==> config.mk <==
export PLATFORM = sky130hd
export DESIGN_NAME = xillybus_lite_regs
export DESIGN_NICKNAME = d
export VERILOG_FILES = /design/src/rtl/xillybus_lite_pkg.sv /design/src/rtl/xillybus_irq_ctrl.sv /design/src/rtl/xillybus_lite_regs.sv
export SDC_FILE = /design/constraint.sdc
export NUM_CORES = 1
export LEC_CHECK = 0
export BUFFER_PORTS_ARGS = -buffer_cell sky130_fd_sc_hd__buf_2
export CAP_MARGIN = 25
export CORE_UTILIZATION = 40
export DETAILED_ROUTE_END_ITERATION = 10
export PLACE_DENSITY = 0.67
export SLEW_MARGIN = 20
export SYNTH_ARGS = -nofsm -noshare
export SYNTH_HDL_FRONTEND = slang
export SYNTH_SLANG_ARGS = --single-unit
export TNS_END_PERCENT = 10
==> constraint.sdc <==
create_clock -name S_AXI_ACLK -period 2.9 [get_ports S_AXI_ACLK]
set_input_delay 0.145 -clock S_AXI_ACLK [delete_from_list [all_inputs] [get_ports S_AXI_ACLK]]
set_output_delay 0.145 -clock S_AXI_ACLK [all_outputs]
set_load 0.005 [all_outputs]
==> src/rtl/xillybus_lite_pkg.sv <==
// Shared constants, response codes, read FSM state type and byte-strobe helpers
// for the Xillybus-Lite AXI4-Lite register bank.
package xillybus_lite_pkg;

  localparam logic [3:0] REG_ID         = 4'd0;
  localparam logic [3:0] REG_CTRL       = 4'd1;
  localparam logic [3:0] REG_IRQ_STATUS = 4'd2;
  localparam logic [3:0] REG_IRQ_ENABLE = 4'd3;
  localparam logic [3:0] REG_USER0      = 4'd4;

  localparam logic [1:0] RESP_OKAY   = 2'b00;
  localparam logic [1:0] RESP_SLVERR = 2'b10;

  typedef enum logic {
    R_IDLE,
    R_DATA
  } rd_state_e;

  function automatic logic [31:0] strb_mask(input logic [3:0] strb);
    logic [31:0] m;
    for (int b = 0; b < 4; b++) begin
      m[8*b +: 8] = {8{strb[b]}};
    end
    return m;
  endfunction

  // Merge new data into an old word one byte lane at a time.
  function automatic logic [31:0] apply_wstrb(input logic [31:0] old_val,
                                              input logic [31:0] new_val,
                                              input logic [3:0]  strb);
    logic [31:0] m;
    m = strb_mask(strb);
    return (old_val & ~m) | (new_val & m);
  endfunction

endpackage

==> src/rtl/xillybus_irq_ctrl.sv <==
// Interrupt status (W1C, set wins) and enable registers with a registered
// level interrupt output.
module xillybus_irq_ctrl
  import xillybus_lite_pkg::*;
#(
  parameter int C_IRQ_WIDTH = 8
) (
  input  logic                   clk,
  input  logic                   rst_n,
  input  logic [C_IRQ_WIDTH-1:0] irq_src,
  input  logic                   status_wr,
  input  logic                   enable_wr,
  input  logic [31:0]            wdata,
  input  logic [3:0]             wstrb,
  output logic [C_IRQ_WIDTH-1:0] status,
  output logic [C_IRQ_WIDTH-1:0] enable,
  output logic                   interrupt
);

  logic [C_IRQ_WIDTH-1:0] status_q, status_d;
  logic [C_IRQ_WIDTH-1:0] enable_q, enable_d;
  logic [C_IRQ_WIDTH-1:0] w1c_mask;
  logic                   irq_q, irq_d;

  // A source sampled high in the same cycle as a clear keeps its bit set.
  always_comb begin
    w1c_mask = '0;
    if (status_wr) begin
      w1c_mask = C_IRQ_WIDTH'(wdata & strb_mask(wstrb));
    end
    status_d = (status_q & ~w1c_mask) | irq_src;

    enable_d = enable_q;
    if (enable_wr) begin
      enable_d = C_IRQ_WIDTH'(apply_wstrb(32'(enable_q), wdata, wstrb));
    end

    irq_d = |(status_q & enable_q);
  end

  always_ff @(posedge clk or negedge rst_n) begin
    if (!rst_n) begin
      status_q <= '0;
      enable_q <= '0;
      irq_q    <= 1'b0;
    end else begin
      status_q <= status_d;
      enable_q <= enable_d;
      irq_q    <= irq_d;
    end
  end

  assign status    = status_q;
  assign enable    = enable_q;
  assign interrupt = irq_q;

endmodule

==> src/rtl/xillybus_lite_regs.sv <==
// AXI4-Lite slave register bank behind the Xillybus-Lite wrapper: ID, CTRL,
// IRQ status/enable and user scratch registers with independent read/write paths.
module xillybus_lite_regs
  import xillybus_lite_pkg::*;
#(
  parameter int          C_S_AXI_DATA_WIDTH = 32,
  parameter int          C_S_AXI_ADDR_WIDTH = 32,
  parameter int          C_NUM_REGS         = 16,
  parameter int          C_IRQ_WIDTH        = 8,
  parameter logic [31:0] C_ID               = 32'h58424C01
) (
  input  logic                                S_AXI_ACLK,
  input  logic                                S_AXI_ARESETN,
  input  logic [C_S_AXI_ADDR_WIDTH-1:0]       S_AXI_AWADDR,
  input  logic                                S_AXI_AWVALID,
  output logic                                S_AXI_AWREADY,
  input  logic [C_S_AXI_DATA_WIDTH-1:0]       S_AXI_WDATA,
  input  logic [C_S_AXI_DATA_WIDTH/8-1:0]     S_AXI_WSTRB,
  input  logic                                S_AXI_WVALID,
  output logic                                S_AXI_WREADY,
  output logic [1:0]                          S_AXI_BRESP,
  output logic                                S_AXI_BVALID,
  input  logic                                S_AXI_BREADY,
  input  logic [C_S_AXI_ADDR_WIDTH-1:0]       S_AXI_ARADDR,
  input  logic                                S_AXI_ARVALID,
  output logic                                S_AXI_ARREADY,
  output logic [C_S_AXI_DATA_WIDTH-1:0]       S_AXI_RDATA,
  output logic [1:0]                          S_AXI_RRESP,
  output logic                                S_AXI_RVALID,
  input  logic                                S_AXI_RREADY,
  input  logic [C_IRQ_WIDTH-1:0]              irq_src,
  output logic [31:0]                         ctrl,
  output logic [32*(C_NUM_REGS-4)-1:0]        user_regs,
  output logic [C_NUM_REGS-5:0]               user_wr,
  output logic                                Interrupt
);

  localparam int NUM_USER = C_NUM_REGS - 4;
  localparam int WORD_W   = C_S_AXI_ADDR_WIDTH - 2;

  logic                   ready_en_q;

  logic                   aw_held_q, aw_held_d;
  logic [WORD_W-1:0]      awaddr_q, awaddr_d;
  logic                   w_held_q, w_held_d;
  logic [31:0]            wdata_q, wdata_d;
  logic [3:0]             wstrb_q, wstrb_d;
  logic                   bvalid_q, bvalid_d;
  logic [1:0]             bresp_q, bresp_d;

  logic [31:0]            ctrl_q, ctrl_d;
  logic [31:0]            user_q [NUM_USER];
  logic [31:0]            user_d [NUM_USER];
  logic [NUM_USER-1:0]    user_wr_q, user_wr_d;

  rd_state_e              rd_state_q;
  logic [31:0]            rdata_q;
  logic [1:0]             rresp_q;

  logic                   aw_hs, w_hs, commit;
  logic [3:0]             wr_idx, rd_idx;
  logic                   wr_oor, rd_oor;
  logic [WORD_W-1:0]      rd_word;
  logic [31:0]            rd_data;
  logic                   status_wr, enable_wr;
  logic [C_IRQ_WIDTH-1:0] irq_status, irq_enable;
  logic [1:0]             unused_addr_bits;

  assign unused_addr_bits = S_AXI_AWADDR[1:0] ^ S_AXI_ARADDR[1:0];

  // Readys stay low until the first edge after reset is released.
  assign S_AXI_AWREADY = ready_en_q & ~aw_held_q;
  assign S_AXI_WREADY  = ready_en_q & ~w_held_q;
  assign S_AXI_ARREADY = ready_en_q & (rd_state_q == R_IDLE);

  assign aw_hs  = S_AXI_AWVALID & S_AXI_AWREADY;
  assign w_hs   = S_AXI_WVALID & S_AXI_WREADY;
  assign commit = aw_held_q & w_held_q & ~bvalid_q;

  assign wr_idx = awaddr_q[3:0];
  assign wr_oor = (awaddr_q >= WORD_W'(C_NUM_REGS));

  always_comb begin
    aw_held_d = aw_held_q;
    awaddr_d  = awaddr_q;
    w_held_d  = w_held_q;
    wdata_d   = wdata_q;
    wstrb_d   = wstrb_q;
    bvalid_d  = bvalid_q;
    bresp_d   = bresp_q;
    ctrl_d    = ctrl_q;
    user_d    = user_q;
    user_wr_d = '0;

    if (aw_hs) begin
      aw_held_d = 1'b1;
      awaddr_d  = S_AXI_AWADDR[C_S_AXI_ADDR_WIDTH-1:2];
    end
    if (w_hs) begin
      w_held_d = 1'b1;
      wdata_d  = S_AXI_WDATA;
      wstrb_d  = S_AXI_WSTRB;
    end
    if (bvalid_q && S_AXI_BREADY) begin
      bvalid_d = 1'b0;
    end

    // Commit waits for the previous response so a stalled BREADY blocks writes.
    if (commit) begin
      aw_held_d = 1'b0;
      w_held_d  = 1'b0;
      bvalid_d  = 1'b1;
      bresp_d   = wr_oor ? RESP_SLVERR : RESP_OKAY;
      if (!wr_oor) begin
        if (wr_idx == REG_CTRL) begin
          ctrl_d = apply_wstrb(ctrl_q, wdata_q, wstrb_q);
        end
        for (int i = 0; i < NUM_USER; i++) begin
          if (wr_idx == (4'(i) + REG_USER0)) begin
            user_d[i]    = apply_wstrb(user_q[i], wdata_q, wstrb_q);
            user_wr_d[i] = 1'b1;
          end
        end
      end
    end
  end

  assign status_wr = commit & ~wr_oor & (wr_idx == REG_IRQ_STATUS);
  assign enable_wr = commit & ~wr_oor & (wr_idx == REG_IRQ_ENABLE);

  always_ff @(posedge S_AXI_ACLK or negedge S_AXI_ARESETN) begin
    if (!S_AXI_ARESETN) begin
      ready_en_q <= 1'b0;
      aw_held_q  <= 1'b0;
      awaddr_q   <= '0;
      w_held_q   <= 1'b0;
      wdata_q    <= '0;
      wstrb_q    <= '0;
      bvalid_q   <= 1'b0;
      bresp_q    <= RESP_OKAY;
      ctrl_q     <= '0;
      user_wr_q  <= '0;
      for (int i = 0; i < NUM_USER; i++) begin
        user_q[i] <= '0;
      end
    end else begin
      ready_en_q <= 1'b1;
      aw_held_q  <= aw_held_d;
      awaddr_q   <= awaddr_d;
      w_held_q   <= w_held_d;
      wdata_q    <= wdata_d;
      wstrb_q    <= wstrb_d;
      bvalid_q   <= bvalid_d;
      bresp_q    <= bresp_d;
      ctrl_q     <= ctrl_d;
      user_wr_q  <= user_wr_d;
      for (int i = 0; i < NUM_USER; i++) begin
        user_q[i] <= user_d[i];
      end
    end
  end

  assign rd_word = S_AXI_ARADDR[C_S_AXI_ADDR_WIDTH-1:2];
  assign rd_idx  = rd_word[3:0];
  assign rd_oor  = (rd_word >= WORD_W'(C_NUM_REGS));

  // Read mux sees register state before any same-cycle write commit.
  always_comb begin
    rd_data = '0;
    if (!rd_oor) begin
      case (rd_idx)
        REG_ID:         rd_data = C_ID;
        REG_CTRL:       rd_data = ctrl_q;
        REG_IRQ_STATUS: rd_data = 32'(irq_status);
        REG_IRQ_ENABLE: rd_data = 32'(irq_enable);
        default: begin
          for (int i = 0; i < NUM_USER; i++) begin
            if (rd_idx == (4'(i) + REG_USER0)) begin
              rd_data = user_q[i];
            end
          end
        end
      endcase
    end
  end

  always_ff @(posedge S_AXI_ACLK or negedge S_AXI_ARESETN) begin
    if (!S_AXI_ARESETN) begin
      rd_state_q <= R_IDLE;
      rdata_q    <= '0;
      rresp_q    <= RESP_OKAY;
    end else begin
      case (rd_state_q)
        R_IDLE: begin
          if (S_AXI_ARVALID && ready_en_q) begin
            rdata_q    <= rd_data;
            rresp_q    <= rd_oor ? RESP_SLVERR : RESP_OKAY;
            rd_state_q <= R_DATA;
          end
        end
        R_DATA: begin
          if (S_AXI_RREADY) begin
            rd_state_q <= R_IDLE;
          end
        end
        default: rd_state_q <= R_IDLE;
      endcase
    end
  end

  xillybus_irq_ctrl #(
    .C_IRQ_WIDTH (C_IRQ_WIDTH)
  ) u_irq_ctrl (
    .clk       (S_AXI_ACLK),
    .rst_n     (S_AXI_ARESETN),
    .irq_src   (irq_src),
    .status_wr (status_wr),
    .enable_wr (enable_wr),
    .wdata     (wdata_q),
    .wstrb     (wstrb_q),
    .status    (irq_status),
    .enable    (irq_enable),
    .interrupt (Interrupt)
  );

  for (genvar g = 0; g < NUM_USER; g++) begin : g_user_flat
    assign user_regs[32*g +: 32] = user_q[g];
  end

  assign S_AXI_BVALID = bvalid_q;
  assign S_AXI_BRESP  = bresp_q;
  assign S_AXI_RVALID = (rd_state_q == R_DATA);
  assign S_AXI_RDATA  = rdata_q;
  assign S_AXI_RRESP  = rresp_q;
  assign ctrl         = ctrl_q;
  assign user_wr      = user_wr_q;

endmodule

; After elaboration in Yosys (flattened, before gate mapping)
; Index checks and enable logic that the tools add are counted.
[totals]
latch_bits = 0
romBits = 0
inputBits = 115
memories = 0
ramBits = 0
reg_bits = 552
elab_cells = 170
output_inout_bits = 470
[classes]
n_div = 0
shifts = 0
n_mul = 0
reduce_logical = 21
muxes = 40
add_sub_neg = 0
eq_ne = 30
order_cmp = 2
bitwise_logic = 49
[ops]
columns = op, n
row1 = bitwise AND 32 bit, 14
row2 = 2-to-1 mux 32 bit, 13
row3 = OR 32 bit, 13
row4 = one-hot mux 32 bit (4 select lines), 1
row5 = == test 4 bit (second input constant), 16
row6 = >= comparator 30 x 5 -> 1 bit (second input constant), 2
row7 = AND reduction 3 bit, 13
row8 = == test 4 x 3 -> 1 bit (second input constant), 8
row9 = NOT 32 bit, 1
row10 = bitwise AND 8 bit, 3
row11 = 2-to-1 mux 12 bit, 2
row12 = 2-to-1 mux 1 bit, 20
row13 = == test 4 x 2 -> 1 bit (second input constant), 4
row14 = OR 8 bit, 2
row15 = bitwise AND 1 bit, 10
row16 = == test 4 x 1 -> 1 bit (second input constant), 2
row17 = 2-to-1 mux 8 bit, 1
row18 = NOT 8 bit, 1
row19 = OR reduction 8 bit, 1
row20 = nonzero test 2 bit, 3
row21 = NOT 1 bit, 5
row22 = zero test 4 bit, 1
row23 = 2-to-1 mux 2 bit, 2
row24 = logical AND 1 bit, 2
row25 = other kinds (2), 2

; Longest topological paths before layout
[logic_depth]
ltp_word = 15
depth_mapped = 9

; Cells and area by module
; Synthesis repeated with hierarchy kept, for this count alone.
[hier_totals]
hier_cells = 2011
area_unflattened_um2 = 25682.1
[by_module_without_submodules]
columns = mod, n_inst, seq_area_each_um2, area_each_um2, cells_each
row1 = xillybus_lite_regs, 1, 13337.8, 24963.9, 1962
row2 = xillybus_irq_ctrl, 1, 425.4, 718.2, 49

; Least setup slack after synthesis
; No wires, ideal clock.
[synth_path]
path_type = register to register
startpoint = reg bvalid_q, in the netlist S_AXI_BVALID
endpoint = reg (tool-made name)
synth_period_minus_slack_ps = 2154
t_arrival_ps = 2029
path_stages_with_launch = 8
setup_slack_ps = 746
n_path_buf = 2
path_cell_list = dfrtp_1 -> and3b_1 -> nand4_1 -> buf_6 -> or3_4 -> buf_12 -> nor2_8 -> mux2_4
[synth_rtl]
columns = item, line_no
row1 = "start, declared", xillybus_lite_regs.sv:48  ; logic bvalid_q, bvalid_d;
row2 = "start signal, assigned", xillybus_lite_regs.sv:153  ; bvalid_q <= bvalid_d;

==> results.txt <==
Category of the most critical setup path: register to register
Critical path arrival: 3.37 ns
Total Wirelength: 101300 um
Power density cells: 601.0 mW/mm^2
First-pass GRT wire length: 143400 um
Synth Register Bits: 550
Critical path startpoint category: register
Status: complete, no violations
R2R Setup Slk: 0.03 ns
Number of enable flip-flop cells after synthesis: 0
Y dimension of the die: 254.0 um
Final Hold Violating Endpoints: 0
Number of iterations in the first detailed-routing pass: 5
Quantity of I/O buffers inserted on ports: 578
Top cells by area, synth: dfrtp_1 54%, mux2_2 22%, nor2_8 2.0%
Compound-Gate Fraction of Synth Area: 10.16%
Final non-filler cell area: 0.03260 mm^2
WL/cell: 29.14 um
Synthesis-to-finish area growth: 28.30%
Top_reg_cell synth: dfrtp_1
Total of fill cells in the finished design: 5474
Required time at the worst-slack endpoint: 3.40 ns
Critical path's largest stage delay: 0.68 ns
RSZ-0062 raised after global routing: yes
Sequential share of the synthesized area: 54.17%
Die area: 0.06454 mm^2
H-Tree Depth: 2
Reg2Reg Depth: 6
CP Depth: 6
Simple-gate share of the synthesized area: 7.948%
Total Neg Setup Slack: 0 ns
Root buffer cell: clkbuf_16
Number of global-route vias before repair: 20487
Number of setup violations in the final report: 0
Synth Instances: 1904
Max stage delay cell, worst path: nor4_4
Setup fix buffers added after clock tree synthesis: 0
Final Net Count: 2699
Core Region: 0.06297 mm^2
Max_slew headroom: 43.89%
Synth top area share: 54.17%
Distinct cell type count of the synthesized netlist: 76
Max Freq: 0.3482 GHz
Final-report max-slew violation count: 0
Vias per cell: 5.878
Clock buffer count from CTS: 61
Number of buffers and inverters on the critical path: 1
Count of yosys warnings during synthesis: 0
1st-iter DRT viols: 1977
Die X: 254.0 um
Worst Tran Pin Value: 0.8416 ns
Critical-path cell list: nor4_1, nand4_1, buf_12, nor4_4, nand2_2, mux2_2
Buffer levels on the longest clock path: 3
I/O pins: 585
Hold slack final: 0.04123 ns
Cell type contributing the most total cell area after synthesis: dfrtp_1
Startpoint of the most critical register-to-register path: awaddr_q[22]
Multiplexer share of the synthesized area: 25.16%
Global-route total usage across every layer: 30.76%
Total inserted antenna cells: 0
Routability cong.: 0.8997
Overall via count from detail_route: 20425
Largest fanout of any net on the critical path: 11
Clk sink count: 550
Number of antenna violations at the first check in global routing: 3
Parity-gate share of the synthesized area counting xor and xnor cells: 0%
Sum of overflow across all layers after global routing: 0
Crit path from: awaddr_q[22]
Final setup skew: 0.02431 ns
# DRC: 0
Effective utilization at floorplan: 40.35%
Post-DP HPWL: 73040 um
Setup slack of the critical path after layout: 0.02826 ns
Maximum number of pins on one net before global-route repair: 89
Number of violations of the max-capacitance limit: 0
Leakage power: 17.24 nW
Asr flop ratio synth: 100.0%
CTS clock-pin slew for the worst setup and hold paths: 0.06 ns
Setup Slack @ Placement: 0.08506 ns
Time the final worst path needs with I/O delays and setup: 2.872 ns
Cell area after placement: 0.02975 mm^2
Share of final-layout standard cells stronger than drive strength 1: 52.64%
Capturing element type of the critical path: register
Row count: 92
Synthesized area divided by synthesized cell count: 13.35 um^2
Post_cts resized: 0
CTS tree: built
Path category of the worst min-delay check: input pin to register
Antenna-violating nets left: 0
Combinational family with the most area after synthesis: multiplexers
Fraction of the mapped netlist area in adder cells: 0%
Period utilisation layout: 99.03%
Largest vdd supply drop: 0.0004990 V
Crit-path leading delay family: simple AND/OR/NAND/NOR gates
Clk_lat worst skew: 0.63 ns
Combined area of all synthesized cells: 0.02541 mm^2
-- worst min-delay path, cell delays in order --
cell	delay, ns
buf_2	0.08
nand2_1	0.04
buf_4	0.24
nand2_1	0.11
-- layout by cell type, fill, tap and decap left out, drive strengths merged, types with 13 or more instances in the layout --
master	n
a21o	17
a21oi	52
a221o	14
a221oi	17
a22oi	57
buf	673
clkbuf	80
clkinv	14
dfrtp	550
dlygate4sd3	77
mux2	530
mux2i	29
nand2	61
nand3	17
nor2	93
nor2b	13
nor4	27
o211ai	20
o21ai	61
o221ai	21
o2bb2ai	13
-- timing repair --
| item | in CTS | in global routing |
|---|---|---|
| hold endpoints to repair | 143 | 0 |
| endpoints found under the setup margin | 0 | 13 |
| hold buffers | 77 | 0 |
-- metrics by stage --
step | power, mW | std cells | util [%]
finish | 19.59 | 3475 | 51.77
global route | 20.21 | 3475 | 51.77
CTS | 19.64 | 3475 | 51.77
detailed placement | 11.49 | 3290 | 47.25
global placement | 11.37 | 3290 | 47.25
floorplan | 10.34 | 1905 | -
-- cell usage after synthesis, types with 5 or more instances --
library cell,number
a221o_1,14
buf_4,5
inv_1,10
nor2_1,58
o2bb2ai_1,13
o2111ai_1,5
dfrtp_1,550
buf_2,27
o21ai_0,60
a22oi_1,57
mux2i_1,29
mux2_1,6
mux2_4,24
clkbuf_1,96
nand3b_1,7
a21o_1,17
nand2b_1,11
o311ai_0,6
a22o_1,10
nor2_8,25
nand4_1,5
o211ai_1,20
and3_1,7
a221oi_1,17
nand2_2,16
a21oi_1,52
mux2_2,500
o221ai_1,21
nor2_2,9
and2_1,7
a2111oi_0,6
o31ai_1,6
nor2b_1,13
nor3_1,12
a211oi_1,10
nand2_1,45
o22ai_1,8
nor3b_1,7
nand3_1,14
nor4_1,19
-- logic make-up after synthesis --
kind of cell,after synthesis
DFF,550
other,2
buffers and inverters,145
AOI/OAI and AO/OA,359
and+or+nand+nor,287
muxes,561
-- power breakdown --
part	internal, mW	total, mW	switching, mW
clock	4.83	8.11	3.28
combinational	0.839	2.01	1.17
sequential	8.15	9.48	1.33
total	13.8	19.6	5.77
-- layout make-up --
| type | instances | area, um^2 | area share, % |
|---|---|---|---|
| Clock buffer | 80 | 1708 | 5.239 |
| Inverter | 11 | 41.29 | 0.1267 |
| Timing Repair Buffer | 750 | 4598 | 14.10 |
| Tap cell | 846 | 1059 | 3.247 |
| Multi-Input combinational cell | 1210 | 11060 | 33.93 |
| Clock inverter | 28 | 370.4 | 1.136 |
| Sequential cell | 550 | 13760 | 42.22 |
-- metal layers --
layer	global-route usage (%)	vias up	wire length, um
li1	-	8520	-
met1	39.24	10537	40190
met2	49.28	1128	47690
met3	7.027	238	8336
met4	14.77	2	5041
met5	0	-	13
-- how the worst min path moves through the flow --
| stage | depth (start not counted) | to | startpoint |
|---|---|---|---|
| 6_report | 4 | aw_held_q | S_AXI_AWVALID |
| 5_1_grt | 4 | aw_held_q | S_AXI_AWVALID |
| 4_1_cts | 4 | aw_held_q | S_AXI_AWVALID |
| 3_5_place_dp | 1 | async pin | S_AXI_ARESETN |
| 3_3_place_gp | 1 | async pin | S_AXI_ARESETN |
| 2_1_floorplan | 0 | S_AXI_BRESP[1] | S_AXI_ARESETN |
No activity file was read; power rests on OpenSTA's default activity.
